<file path="src/rtl/fifo_pkg.sv">
// Shared definitions for the FIFO flag controller: the {wr,rd} operation
// encoding and threshold legality checks used at elaboration.
package fifo_pkg;

  typedef enum logic [1:0] {
    NONE  = 2'b00,
    READ  = 2'b01,
    WRITE = 2'b10,
    BOTH  = 2'b11
  } fifo_op_e;

  function automatic bit af_thr_legal(int thr, int depth);
    return (thr >= 1) && (thr <= depth - 1);
  endfunction

  function automatic bit ae_thr_legal(int thr, int depth);
    return (thr >= 0) && (thr <= depth - 2);
  endfunction

endpackage

</file>
<file path="src/rtl/fifo_flag_ctrl_if.sv">
// Request/flag bundle between a FIFO user (master) and the flag controller (slave).
interface fifo_flag_ctrl_if #(
  parameter int AddrBits = 4
);
  // wr_i/rd_i are requests with no ready; wr_en_o/rd_en_o report same-cycle
  // acceptance, and a request that is not accepted is dropped, not held.
  logic                wr_i;
  logic                rd_i;
  logic                flush_i;
  logic                clr_err_i;
  logic [AddrBits-1:0] w_addr_o;
  logic [AddrBits-1:0] r_addr_o;
  logic                wr_en_o;
  logic                rd_en_o;
  logic [AddrBits:0]   count_o;
  logic                empty_o;
  logic                full_o;
  logic                almost_empty_o;
  logic                almost_full_o;
  logic                overflow_o;
  logic                underflow_o;

  modport master (
    output wr_i, rd_i, flush_i, clr_err_i,
    input  w_addr_o, r_addr_o, wr_en_o, rd_en_o, count_o,
           empty_o, full_o, almost_empty_o, almost_full_o,
           overflow_o, underflow_o
  );

  modport slave (
    input  wr_i, rd_i, flush_i, clr_err_i,
    output w_addr_o, r_addr_o, wr_en_o, rd_en_o, count_o,
           empty_o, full_o, almost_empty_o, almost_full_o,
           overflow_o, underflow_o
  );

endinterface

</file>
<file path="src/rtl/fifo_ptr.sv">
// Wrapping register-file pointer with synchronous clear and increment.
module fifo_ptr #(
  parameter int Width = 4
) (
  input  logic             clk,
  input  logic             rst,
  input  logic             clr,
  input  logic             inc,
  output logic [Width-1:0] ptr
);

  // Natural binary overflow gives the DEPTH-1 -> 0 wrap for a power-of-two depth.
  always_ff @(posedge clk) begin
    if (rst || clr) begin
      ptr <= '0;
    end else if (inc) begin
      ptr <= ptr + Width'(1);
    end
  end

endmodule

</file>
<file path="src/rtl/fifo_flag_ctrl.sv">
// FIFO pointer/occupancy/flag controller for an external register file.
// Define FIFO_FLAG_CTRL_ERR_EN to build the sticky overflow/underflow flags.
import fifo_pkg::*;

module fifo_flag_ctrl #(
  parameter int AddrBits       = 4,
  parameter int AlmostFullThr  = 14,
  parameter int AlmostEmptyThr = 2
) (
  input  logic            clk_i,
  input  logic            rst_i,
  fifo_flag_ctrl_if.slave bus
);

  localparam int                Depth     = 2 ** AddrBits;
  localparam logic [AddrBits:0] FullCount = (AddrBits + 1)'(Depth);
  localparam logic [AddrBits:0] AfThr     = (AddrBits + 1)'(AlmostFullThr);
  localparam logic [AddrBits:0] AeThr     = (AddrBits + 1)'(AlmostEmptyThr);

  if (!af_thr_legal(AlmostFullThr, Depth)) begin : g_bad_af_thr
    $error("fifo_flag_ctrl: AlmostFullThr out of range 1..DEPTH-1");
  end
  if (!ae_thr_legal(AlmostEmptyThr, Depth)) begin : g_bad_ae_thr
    $error("fifo_flag_ctrl: AlmostEmptyThr out of range 0..DEPTH-2");
  end

  logic [AddrBits:0]   count;
  logic [AddrBits-1:0] w_addr;
  logic [AddrBits-1:0] r_addr;
  logic                rd_en;
  logic                wr_en;
  fifo_op_e            op;

  // A write into a full FIFO is allowed when a read frees a slot in the same cycle.
  always_comb begin
    rd_en = bus.rd_i && !bus.flush_i && (count != '0);
    wr_en = bus.wr_i && !bus.flush_i && ((count != FullCount) || rd_en);
    op    = fifo_op_e'({wr_en, rd_en});
  end

  always_ff @(posedge clk_i) begin
    if (rst_i || bus.flush_i) begin
      count <= '0;
    end else begin
      case (op)
        WRITE:   count <= count + (AddrBits + 1)'(1);
        READ:    count <= count - (AddrBits + 1)'(1);
        default: count <= count;
      endcase
    end
  end

  fifo_ptr #(.Width(AddrBits)) u_wptr (
    .clk (clk_i),
    .rst (rst_i),
    .clr (bus.flush_i),
    .inc (wr_en),
    .ptr (w_addr)
  );

  fifo_ptr #(.Width(AddrBits)) u_rptr (
    .clk (clk_i),
    .rst (rst_i),
    .clr (bus.flush_i),
    .inc (rd_en),
    .ptr (r_addr)
  );

  assign bus.w_addr_o       = w_addr;
  assign bus.r_addr_o       = r_addr;
  assign bus.wr_en_o        = wr_en;
  assign bus.rd_en_o        = rd_en;
  assign bus.count_o        = count;
  assign bus.empty_o        = (count == '0);
  assign bus.full_o         = (count == FullCount);
  assign bus.almost_empty_o = (count <= AeThr);
  assign bus.almost_full_o  = (count >= AfThr);

`ifdef FIFO_FLAG_CTRL_ERR_EN
  logic overflow;
  logic underflow;
  logic wr_refused;
  logic rd_refused;

  // Requests masked by flush are ignored rather than refused.
  assign wr_refused = bus.wr_i && !bus.flush_i && !wr_en;
  assign rd_refused = bus.rd_i && !bus.flush_i && !rd_en;

  always_ff @(posedge clk_i) begin
    if (rst_i) begin
      overflow  <= 1'b0;
      underflow <= 1'b0;
    end else begin
      overflow  <= (overflow  && !bus.clr_err_i) || wr_refused;
      underflow <= (underflow && !bus.clr_err_i) || rd_refused;
    end
  end

  assign bus.overflow_o  = overflow;
  assign bus.underflow_o = underflow;
`else
  logic unused_clr_err;
  assign unused_clr_err  = bus.clr_err_i;
  assign bus.overflow_o  = 1'b0;
  assign bus.underflow_o = 1'b0;
`endif

endmodule

</file>
<file path="src/flat_wrapper.sv">
// flat-port wrapper written by rule: the top's interface ports become plain ports
module fifo_flag_ctrl_flat 
#(
  parameter int AddrBits       = 4,
  parameter int AlmostFullThr  = 14,
  parameter int AlmostEmptyThr = 2
)
  (clk_i, rst_i, bus_wr_i, bus_rd_i, bus_flush_i, bus_clr_err_i, bus_w_addr_o, bus_r_addr_o, bus_wr_en_o, bus_rd_en_o, bus_count_o, bus_empty_o, bus_full_o, bus_almost_empty_o, bus_almost_full_o, bus_overflow_o, bus_underflow_o);
  fifo_flag_ctrl_if #(.AddrBits(AddrBits)) bus_i ();
  input  logic clk_i;
  input  logic rst_i;
  input wire logic [$bits(bus_i.wr_i)-1:0] bus_wr_i;
  input wire logic [$bits(bus_i.rd_i)-1:0] bus_rd_i;
  input wire logic [$bits(bus_i.flush_i)-1:0] bus_flush_i;
  input wire logic [$bits(bus_i.clr_err_i)-1:0] bus_clr_err_i;
  output wire logic [$bits(bus_i.w_addr_o)-1:0] bus_w_addr_o;
  output wire logic [$bits(bus_i.r_addr_o)-1:0] bus_r_addr_o;
  output wire logic [$bits(bus_i.wr_en_o)-1:0] bus_wr_en_o;
  output wire logic [$bits(bus_i.rd_en_o)-1:0] bus_rd_en_o;
  output wire logic [$bits(bus_i.count_o)-1:0] bus_count_o;
  output wire logic [$bits(bus_i.empty_o)-1:0] bus_empty_o;
  output wire logic [$bits(bus_i.full_o)-1:0] bus_full_o;
  output wire logic [$bits(bus_i.almost_empty_o)-1:0] bus_almost_empty_o;
  output wire logic [$bits(bus_i.almost_full_o)-1:0] bus_almost_full_o;
  output wire logic [$bits(bus_i.overflow_o)-1:0] bus_overflow_o;
  output wire logic [$bits(bus_i.underflow_o)-1:0] bus_underflow_o;
  assign bus_i.wr_i = bus_wr_i;
  assign bus_i.rd_i = bus_rd_i;
  assign bus_i.flush_i = bus_flush_i;
  assign bus_i.clr_err_i = bus_clr_err_i;
  assign bus_w_addr_o = bus_i.w_addr_o;
  assign bus_r_addr_o = bus_i.r_addr_o;
  assign bus_wr_en_o = bus_i.wr_en_o;
  assign bus_rd_en_o = bus_i.rd_en_o;
  assign bus_count_o = bus_i.count_o;
  assign bus_empty_o = bus_i.empty_o;
  assign bus_full_o = bus_i.full_o;
  assign bus_almost_empty_o = bus_i.almost_empty_o;
  assign bus_almost_full_o = bus_i.almost_full_o;
  assign bus_overflow_o = bus_i.overflow_o;
  assign bus_underflow_o = bus_i.underflow_o;
  fifo_flag_ctrl #(.AddrBits(AddrBits), .AlmostFullThr(AlmostFullThr), .AlmostEmptyThr(AlmostEmptyThr)) u_core (.clk_i(clk_i), .rst_i(rst_i), .bus(bus_i));
endmodule
</file>
<file path="config.mk">
export PLATFORM = sky130hd
export DESIGN_NAME = fifo_flag_ctrl_flat
export DESIGN_NICKNAME = d
export VERILOG_FILES = /design/src/rtl/fifo_pkg.sv /design/src/rtl/fifo_flag_ctrl_if.sv /design/src/rtl/fifo_ptr.sv /design/src/rtl/fifo_flag_ctrl.sv /design/src/flat_wrapper.sv
export SDC_FILE = /design/constraint.sdc
export NUM_CORES = 1
export LEC_CHECK = 0
export CAP_MARGIN = 10
export CORE_MARGIN = 8
export CORE_UTILIZATION = 48
export CTS_CLUSTER_SIZE = 12
export DETAILED_ROUTE_END_ITERATION = 10
export GPL_ROUTABILITY_DRIVEN = 0
export GPL_TIMING_DRIVEN = 0
export PLACE_DENSITY_LB_ADDON = 0.08
export REMOVE_ABC_BUFFERS = 1
export SLEW_MARGIN = 20
export SYNTH_ARGS = -nofsm -noshare
export SYNTH_HDL_FRONTEND = slang
export SYNTH_SLANG_ARGS = --single-unit
</file>
<file path="constraint.sdc">
create_clock -name clk_i -period 4.9 [get_ports clk_i]
set_input_delay 1.225 -clock clk_i [delete_from_list [all_inputs] [get_ports clk_i]]
set_output_delay 1.225 -clock clk_i [all_outputs]
set_load 0.05 [all_outputs]
</file>
# After elaboration in Yosys (flattened, before gate mapping)
# Cells that the tools add are included.
# classes
addsub	4
n_mul	0
div_mod_pow	0
magnitude_cmp	2
eq_ne	4
shifts	0
n_mux	1
bitwise_logic	0
reduce_logical	10
# ops
operator	n
$pmux 5 s2	1
$add 4x1->4 const B	2
$add 5x1->5 const B	1
$eq 5x5->1 const B	1
$ge 5x4->1 const B	1
$le 5x2->1 const B	1
$logic_not 5->1	1
$ne 5x5->1 const B	1
$reduce_bool 5->1	1
$sub 5x1->5 const B	1
$logic_and 1x1->1	4
$eq 2x1->1 const B	1
$eq 2x2->1 const B	1
$logic_or 1x1->1	2
$reduce_bool 2->1	1
$logic_not 1->1	1
# word_totals
ff_bits	13
latchBits	0
mem_bits_rw	0
mem_bits_ro	0
input_bits	6
output_inout_bits	21
wordCells	24
memories	0

# Logic depth before layout (Yosys ltp)
# Gate-level depths: netlist of the first run.
# logic_depth
word_depth	7
ltp_mapped	10
mapped_depth_nobuf	9

# Cells and area by module
# From an unflattened synthesis of the first run, not the netlist that was laid out.
# hier_totals
hier_cells	105
area_unflattened_um2	952.2
# modules_own_cells
module	n_inst	cells_each	area_each_um2	seq_area_each_um2
fifo_flag_ctrl	1	71	596.8	100.1
fifo_ptr	2	17	177.7	80.1

# Worst setup path after synthesis of the first run
# No wires, ideal clock.
# synth_timing
path_type	flip-flop to output port
start	register u_core.count[1] (netlist: u_core.bus.count_o[1])
end	output bus_almost_empty_o
arrival_ps	3104
required_time_ps	3675
setup_slack_ps	571
stages_incl_launch_ff	2
path_buffers	0
path_cell_list	dfxtp_1 a2111oi_0
# synth_between
elab_chain_len	1
# synth_lines
item	line	text
start: declaration	fifo_flag_ctrl.sv:27	logic [AddrBits:0] count;
start signal: assignment	fifo_flag_ctrl.sv:46	WRITE: count <= count + (AddrBits + 1)'(1);
start signal: assignment	fifo_flag_ctrl.sv:47	READ: count <= count - (AddrBits + 1)'(1);
start signal: assignment	fifo_flag_ctrl.sv:48	default: count <= count;
$le 5x2->1	fifo_flag_ctrl.sv:76	assign bus.almost_empty_o = (count <= AeThr);
end: declaration	flat_wrapper.sv:23	output wire logic [$bits(bus_i.almost_empty_o)-1:0] bus_almost_empty_o;
# Every way passes these cells.

# Worst setup path after layout of the first run
# layout_timing
start	input bus_flush_i
end	output bus_wr_en_o
# layout_between
elab_chain_len	5
word_cells_on_any_way	6
cone_classes	reduce/logical: 6
# layout_lines
item	line	text
start: declaration	flat_wrapper.sv:14	input wire logic [$bits(bus_i.flush_i)-1:0] bus_flush_i;
$logic_not 1->1 (*)	fifo_flag_ctrl.sv:36, fifo_flag_ctrl.sv:37	
$logic_and 1x1->1 (2 in a row)	fifo_flag_ctrl.sv:36	rd_en = bus.rd_i && !bus.flush_i && (count != '0);
$logic_or 1x1->1	fifo_flag_ctrl.sv:37	wr_en = bus.wr_i && !bus.flush_i && ((count != FullCount) || rd_en);
$logic_and 1x1->1 (*)	fifo_flag_ctrl.sv:37	
end: declaration	flat_wrapper.sv:18	output wire logic [$bits(bus_i.wr_en_o)-1:0] bus_wr_en_o;
# Mark *: on every way between the ends. The rest lies on a longest branch, timed or not.

==> metrics, run 1 <==
pre-CTS setup slack=roughly 570 ps; first-pass GRT wire length=between 3000 and 4000 um; Hold Path Stages=2; predominant post-synthesis flop cell=dfxtp_1; final hold vios=0; Remaining Overflow, GRT=0; Switching Fraction=between 20 and 30%; YS warnings=0; initial antenna violation count=0; antenna cell count=0; Clock Latency Late Sink=between 200 and 300 ps; CTS tree=done; Post-synth ARST share=0%; setup bufs post-CTS=0; Setup CP Type=in2out; DR iter-0 viols=16; synthesized area=921 um2; setup ws final=562 ps; Pre-antenna DRT Iters=4; total die area=~3600 um2; Resize count post-CTS=0; # DRC=0; hold crit path type=reg2reg; largest net degree at the start of global routing=15; status=finished, final reports clean; FMAX=~230 MHz; Max Cap Viol=0; Synth Register Bits=13; cell mode on critical path=clkdlybuf4s50_1; clock buffer depth=2; CP endpoint kind=output pin; Avg Inst Size Synth=~8.4 um2; Tmin final=roughly 4300 ps; Seq pwr share=50.2%; CP Max Fanout=14; worst vdd ir=around 0.15 mV; internal power=approximately 0.15 mW; clock skew=approximately 0.34 ps; Core Region=around 1900 um2; Worst Path Buf+Inv=3; Worst path slowest cell=clkdlybuf4s50_1; Starting Density=~49%; DR vias=between 800 and 900; Avg WL per Cell=14.4 um; H-Tree Level Count=1; Filler cells=between 150 and 200; total clock sinks=13; area delta synth->final=27.0%; Slew @ Worst Pin=just under 800 ps; layout cells sized above 1=roughly 8.5%; Leak=around 0.48 nW; P_sw=around 0.064 mW; CP delay by family, top=buffers and inverters; die height=approximately 60 um; Slew HR=a little under half; most frequent cells in the layout=clkdlybuf4s50_1, nor2_1, dfxtp_1; area of the multi-input gates=about 600 um2; FP Rows=16; CP Cell Sequence=clkdlybuf4s50_1 -> inv_1 -> o311a_4 -> clkdlybuf4s50_1; total global-route track usage=13.1%; synth unique cells=42; Comb pwr share=18.0%; Avg Vias per Cell=between 5 and 6; clock slew seen by the registers of the worst setup and hold paths=80 ps; number of flops mapped to enable cells by yosys=0; WP data required=~3700 ps; CTS Hold Bufs=0; root buffer cell=clkbuf_4; setup TNS=0 ps; fin nets=142; Die X=roughly 60 um; antenna-violating nets left=0; Port Buffer Count=23; commonest non-fill, non-tap cell in the layout=clkdlybuf4s50_1; PwrDens=between 150 and 200 nW/um2; Register Area=between 200 and 300 um2; DRT Wirelength=between 2000 and 2500 um; dpl hpwl=~1700 um; Worst EP arrival=around 3100 ps; Slew Viols, Final=0; Clk pwr share=31.8%; Startpoint Class=input pin; Worst path max stage delay=between 800 and 900 ps; setup repair after global routing missed its margin=false; sequential area share after synthesis=28.3%; final worst path period share=approximately nine tenths; FF-to-FF path depth=9; Levels on crit path=4; Synth Instances=110; final setup vio count=0; IO Pins=27; TritonCTS Buffers=3; number of global-route vias before repair=just under 800
## sequential cells by signal, indices dropped and copies added (netlist names)
signal,cells
u_core.u_rptr.ptr,4
u_core.bus.count_o,5
u_core.u_wptr.ptr,4
## logic make-up after synthesis
family                     share of synthesized area, %
muxes                                              5.43
and+or+nand+nor                                    25.4
buffers and inverters                              7.34
adders and majority gates                          8.97
AOI/OAI and AO/OA                                  21.3
DFF                                                28.3
other                                             0.407
xor gates and xnor gates                           2.85
## through the flow
step / std cells / hold slack, ps / util, % / power [mW] / cell area (um2)
finish: 156 / 481 / 62.2 / 0.215 / 1170
global route: 156 / 520 / 62.2 / 0.224 / 1170
CTS: 156 / 487 / 62.2 / 0.217 / 1170
detailed placement: 152 / 476 / 60.8 / 0.149 / 1140
global placement: 152 / 463 / 60.8 / 0.148 / 1140
floorplan: 102 / 691 / - / 0.135 / 880
## cells in the mapped netlist, types with 2 or more instances
cell,number,area (um2)
clkbuf_1,4,15.0
buf_4,2,15.0
or4_1,2,15.0
xor2_1,2,17.5
o311ai_0,2,17.5
inv_1,6,22.5
nand2_1,10,37.5
a2111oi_0,3,26.3
a21oi_1,2,10.0
nand3_1,4,20.0
mux2i_1,5,50.1
nor2_1,13,48.8
o31ai_1,3,22.5
nand2b_1,2,12.5
buf_2,3,15.0
or3_1,2,12.5
ha_1,5,62.6
dfxtp_1,13,260
nor3_1,2,10.0
nand4_1,2,12.5
or2_2,2,12.5
## worst paths after layout
path                          from                     to  slack, ps
max                    bus_flush_i            bus_wr_en_o        560
min           u_core.u_wptr.ptr[3]   u_core.u_wptr.ptr[3]        480
max reg2reg  u_core.bus.count_o[0]  u_core.bus.count_o[4]       2020
min reg2reg   u_core.u_wptr.ptr[3]   u_core.u_wptr.ptr[3]        480
## final cells by class
class,count,area share [%]
flip-flops and latches,13,22.2
clock buffers,4,2.25
repair buffers,23,19.7
well taps,27,2.89
inverters,6,1.93
multi-input cells,83,51.0
## tightest hold or removal path: stages (launching register included)
cell     delay, ps
dfxtp_1        330
o31ai_1         60
a21oi_1         50
## power by group through the flow
stage          clock [mW]  combinational [mW]  sequential, mW
2_1_floorplan           0              0.0212           0.113
3_3_place_gp            0              0.0379           0.111
3_5_place_dp            0              0.0386           0.111
4_1_cts            0.0704              0.0387           0.108
5_1_grt            0.0745              0.0415           0.108
6_report           0.0685              0.0387           0.108
## metal layers
metal	GRT usage, %	vias to the layer above	routed length, um
li1	-	437	-
met1	15.7	402	1010
met2	21.8	14	1130
met3	3.23	2	100
met4	5.10	0	12
met5	0	-	0
Power figures use the tool's default switching activity.
==> run 2, diff against run 1 <==
--- a/config.mk
+++ b/config.mk
@@ -5,6 +5,7 @@
 export SDC_FILE = /design/constraint.sdc
 export NUM_CORES = 1
 export LEC_CHECK = 0
+export ABC_CLOCK_PERIOD_IN_PS = 4900
 export CAP_MARGIN = 10
 export CORE_MARGIN = 8
 export CORE_UTILIZATION = 48
==> results of run 2 <==
Final layout, timing and power as in run 1 (identical DEF).
==> run 3, diff against run 2 <==
--- a/config.mk
+++ b/config.mk
@@ -6,7 +6,7 @@
 export NUM_CORES = 1
 export LEC_CHECK = 0
 export ABC_CLOCK_PERIOD_IN_PS = 4900
-export CAP_MARGIN = 10
+export CAP_MARGIN = 5
 export CORE_MARGIN = 8
 export CORE_UTILIZATION = 48
 export CTS_CLUSTER_SIZE = 12
@@ -18,4 +18,5 @@
 export SLEW_MARGIN = 20
 export SYNTH_ARGS = -nofsm -noshare
 export SYNTH_HDL_FRONTEND = slang
+export SYNTH_HIERARCHICAL = 1
 export SYNTH_SLANG_ARGS = --single-unit
==> run 3 against run 2 <==
Against the previous run:
- setup slack got worse by 210 ps
- sequential share of layout area fell by 1.0 points
- final cell count unchanged
- combinational power is 39% higher
- largest cell class unchanged
- clock-buffer cell count unchanged
- hold slack gained 85 ps
- critical endpoint unchanged
- non-clock buffer count stayed put
- area after synthesis rose by 3.4%
- sequential power about the same
- register-to-register slack improved by 330 ps
- wire length down 2.6%
==> metrics, run 3 <==
Avg WL per Cell=14.1 um (was 14.4 um); Die X=60.5 um (was 59.8 um); dpl hpwl=1650 um (was 1730 um); root buffer cell=clkbuf_4 (unchanged); synthesized area=952 um2 (was 921 um2); # DRC=0 (unchanged); Worst EP arrival=3320 ps (was 3110 ps); total die area=3670 um2 (was 3580 um2); pre-CTS setup slack=60.3 ps (was 574 ps); Remaining Overflow, GRT=0 (unchanged); clock slew seen by the registers of the worst setup and hold paths=80 ps (about the same); Filler cells=178 (was 186); antenna-violating nets left=0 (unchanged); WHS Endpoint=u_core/u_wptr/ptr[1] (was u_core.u_wptr.ptr[3]); Starting Density=49.5% (was 48.9%); DR iter-0 viols=13 (was 16); Pre-antenna DRT Iters=4 (unchanged); PwrDens=191 nW/um2 (was 184 nW/um2); Startpoint Class=input pin (unchanged); total global-route track usage=12.4% (was 13.1%); Synth area leaders=dfxtp_1, ha_1, nor2_1, mux2i_1, a2111oi_2 (was dfxtp_1, ha_1, mux2i_1, nor2_1, nand2_1); largest net degree at the start of global routing=18 (was 15); clock skew=5.75 ps (was 0.341 ps); antenna cell count=0 (unchanged); layout cells sized above 1=15.5% (was 8.53%); FF-to-FF path depth=9 (unchanged); clock buffer depth=2 (unchanged); first-pass GRT wire length=3550 um (was 3610 um); DR vias=858 (was 855); Tmin final=4550 ps (was 4340 ps); final setup vio count=0 (unchanged); R2R Path Start=u_core/bus.count_o[1] (was u_core.bus.count_o[0]); total clock sinks=13 (unchanged); Max Cap Viol=0 (unchanged); Hold Path Stages=2 (unchanged); die height=60.5 um (was 59.8 um); setup repair after global routing missed its margin=false (unchanged); final worst path period share=92.9% (was 88.5%); R2R Path End=u_core/bus.count_o[4] (was u_core.bus.count_o[4]); FMAX=220 MHz (was 231 MHz); Setup CP Type=in2out (unchanged); Synth Register Bits=13 (unchanged); share of Yosys cell area claimed by the top area cell type=27.3% (was 28.3%); hold_sp=u_core/u_wptr/ptr[1] (was u_core.u_wptr.ptr[3]); setup TNS=0 ps (unchanged); initial antenna violation count=0 (unchanged); Port Buffer Count=23 (unchanged); area of the multi-input gates=656 um2 (was 597 um2); setup bufs post-CTS=0 (unchanged); area delta synth->final=28.6% (was 27.0%); CP Max Fanout=17 (was 14); most frequent cells in the layout=clkdlybuf4s50_1, dfxtp_1, nor2_1 (was clkdlybuf4s50_1, nor2_1, dfxtp_1); TritonCTS Buffers=3 (unchanged); Avg Vias per Cell=5.50 (was 5.48); Reg2Reg Setup Slack=2350 ps (was 2020 ps); CTS tree=done (unchanged); Yosys top cell by area=dfxtp_1 (unchanged); Hold WS=565 ps (was 481 ps); Avg Inst Size Synth=9.07 um2 (was 8.37 um2); Core Region=1920 um2 (was 1880 um2); Post-synth ARST share=0% (unchanged); status=finished, final reports clean (unchanged); max reg flops=5 (unchanged); FP Rows=16 (unchanged); Register Area=260 um2 (unchanged); Post-synth top cells=dfxtp_1, nor2_1, ha_1 (was dfxtp_1, nor2_1, nand2_1); fin nets=142 (unchanged); sequential area share after synthesis=27.3% (was 28.3%); number of global-route vias before repair=821 (was 789); CP endpoint kind=output pin (unchanged); worst vdd ir=0.190 mV (was 0.148 mV); Slew @ Worst Pin=536 ps (was 788 ps); H-Tree Level Count=1 (unchanged); DRT Wirelength=2190 um (was 2250 um); YS warnings=6 (was 0); Slew Viols, Final=0 (unchanged); predominant post-synthesis flop cell=dfxtp_1 (unchanged); Leak=0.451 nW (was 0.476 nW); number of flops mapped to enable cells by yosys=0 (unchanged); hold crit path type=reg2reg (unchanged); setup ws final=350 ps (was 562 ps); fin util=63.7% (was 62.2%); synth unique cells=44 (was 42); commonest non-fill, non-tap cell in the layout=clkdlybuf4s50_1 (unchanged); WP data required=3670 ps (about the same); Slew HR=64.2% (was 47.2%); Clock Latency Late Sink=280 ps (was 270 ps); Synth Instances=105 (was 110); IO Pins=27 (unchanged); final hold vios=0 (unchanged); most common cell in the synthesized netlist=dfxtp_1
-- run 3: through the flow --
step	area, um2	instances	total power, mW
after floorplan	925	102	0.147
after global placement	1190	152	0.164
after detailed placement	1190	152	0.165
after CTS	1210	156	0.233
after global routing	1220	156	0.244
final	1220	156	0.234
-- run 3: layout make-up --
type	instances	share of cell area, %
clock buffer	4	2.15
inverter	5	1.53
tap	27	2.76
multi-input combinational	84	53.5
timing repair buffer	23	18.8
sequential	13	21.2
-- run 3: power breakdown --
part	internal, mW	switching (mW)	leakage [nW]	total (mW)
Sequential	0.107	0.00276	0.105	0.110
Clock	0.0316	0.0392	0.0150	0.0708
Combinational	0.0182	0.0354	0.331	0.0536
-- run 3: logic make-up (layout without fill, tap and decap cells) --
family,Yosys count,in the layout,synth area share [%]
AND/OR/NAND/NOR,43,43,27.6
AO/OA/AOI/OAI,24,24,21.4
buffers and inverters,9,32,5.25
flip-flops,13,13,27.3
multiplexers,6,6,6.57
other,1,2,0.394
XOR/XNOR,3,3,2.76
adder cells (fa/ha/maj),6,6,8.67
-- run 3: how the worst max path moves through the flow --
stage	slack, ps	cells after the start	end	from
3_3_place_gp	100	3	bus_wr_en_o	bus_flush_i
4_1_cts	60	3	bus_wr_en_o	bus_flush_i
3_5_place_dp	60	3	bus_wr_en_o	bus_flush_i
2_1_floorplan	580	1	bus_almost_empty_o	u_core/bus.count_o[4]
5_1_grt	210	3	bus_wr_en_o	bus_flush_i
6_report	350	3	bus_wr_en_o	bus_flush_i
-- run 3: what timing repair did --
action | CTS | global route
hold buffers | 0 | 0
setup endpoints to repair | 0 | 2
gates resized for setup | 0 | 2
-- run 3: layer usage --
layer,global-route usage [%],up-vias,wire [um]
li1,-,444,-
met1,15.9,390,1080
met4,4.98,0,26
met2,20.3,20,982
met3,1.91,4,107
met5,0,-,0
-- run 3: worst max-delay path: stages --
cell and delay (ps):
clkdlybuf4s50_1 680, a211oi_2 520, clkdlybuf4s50_1 900
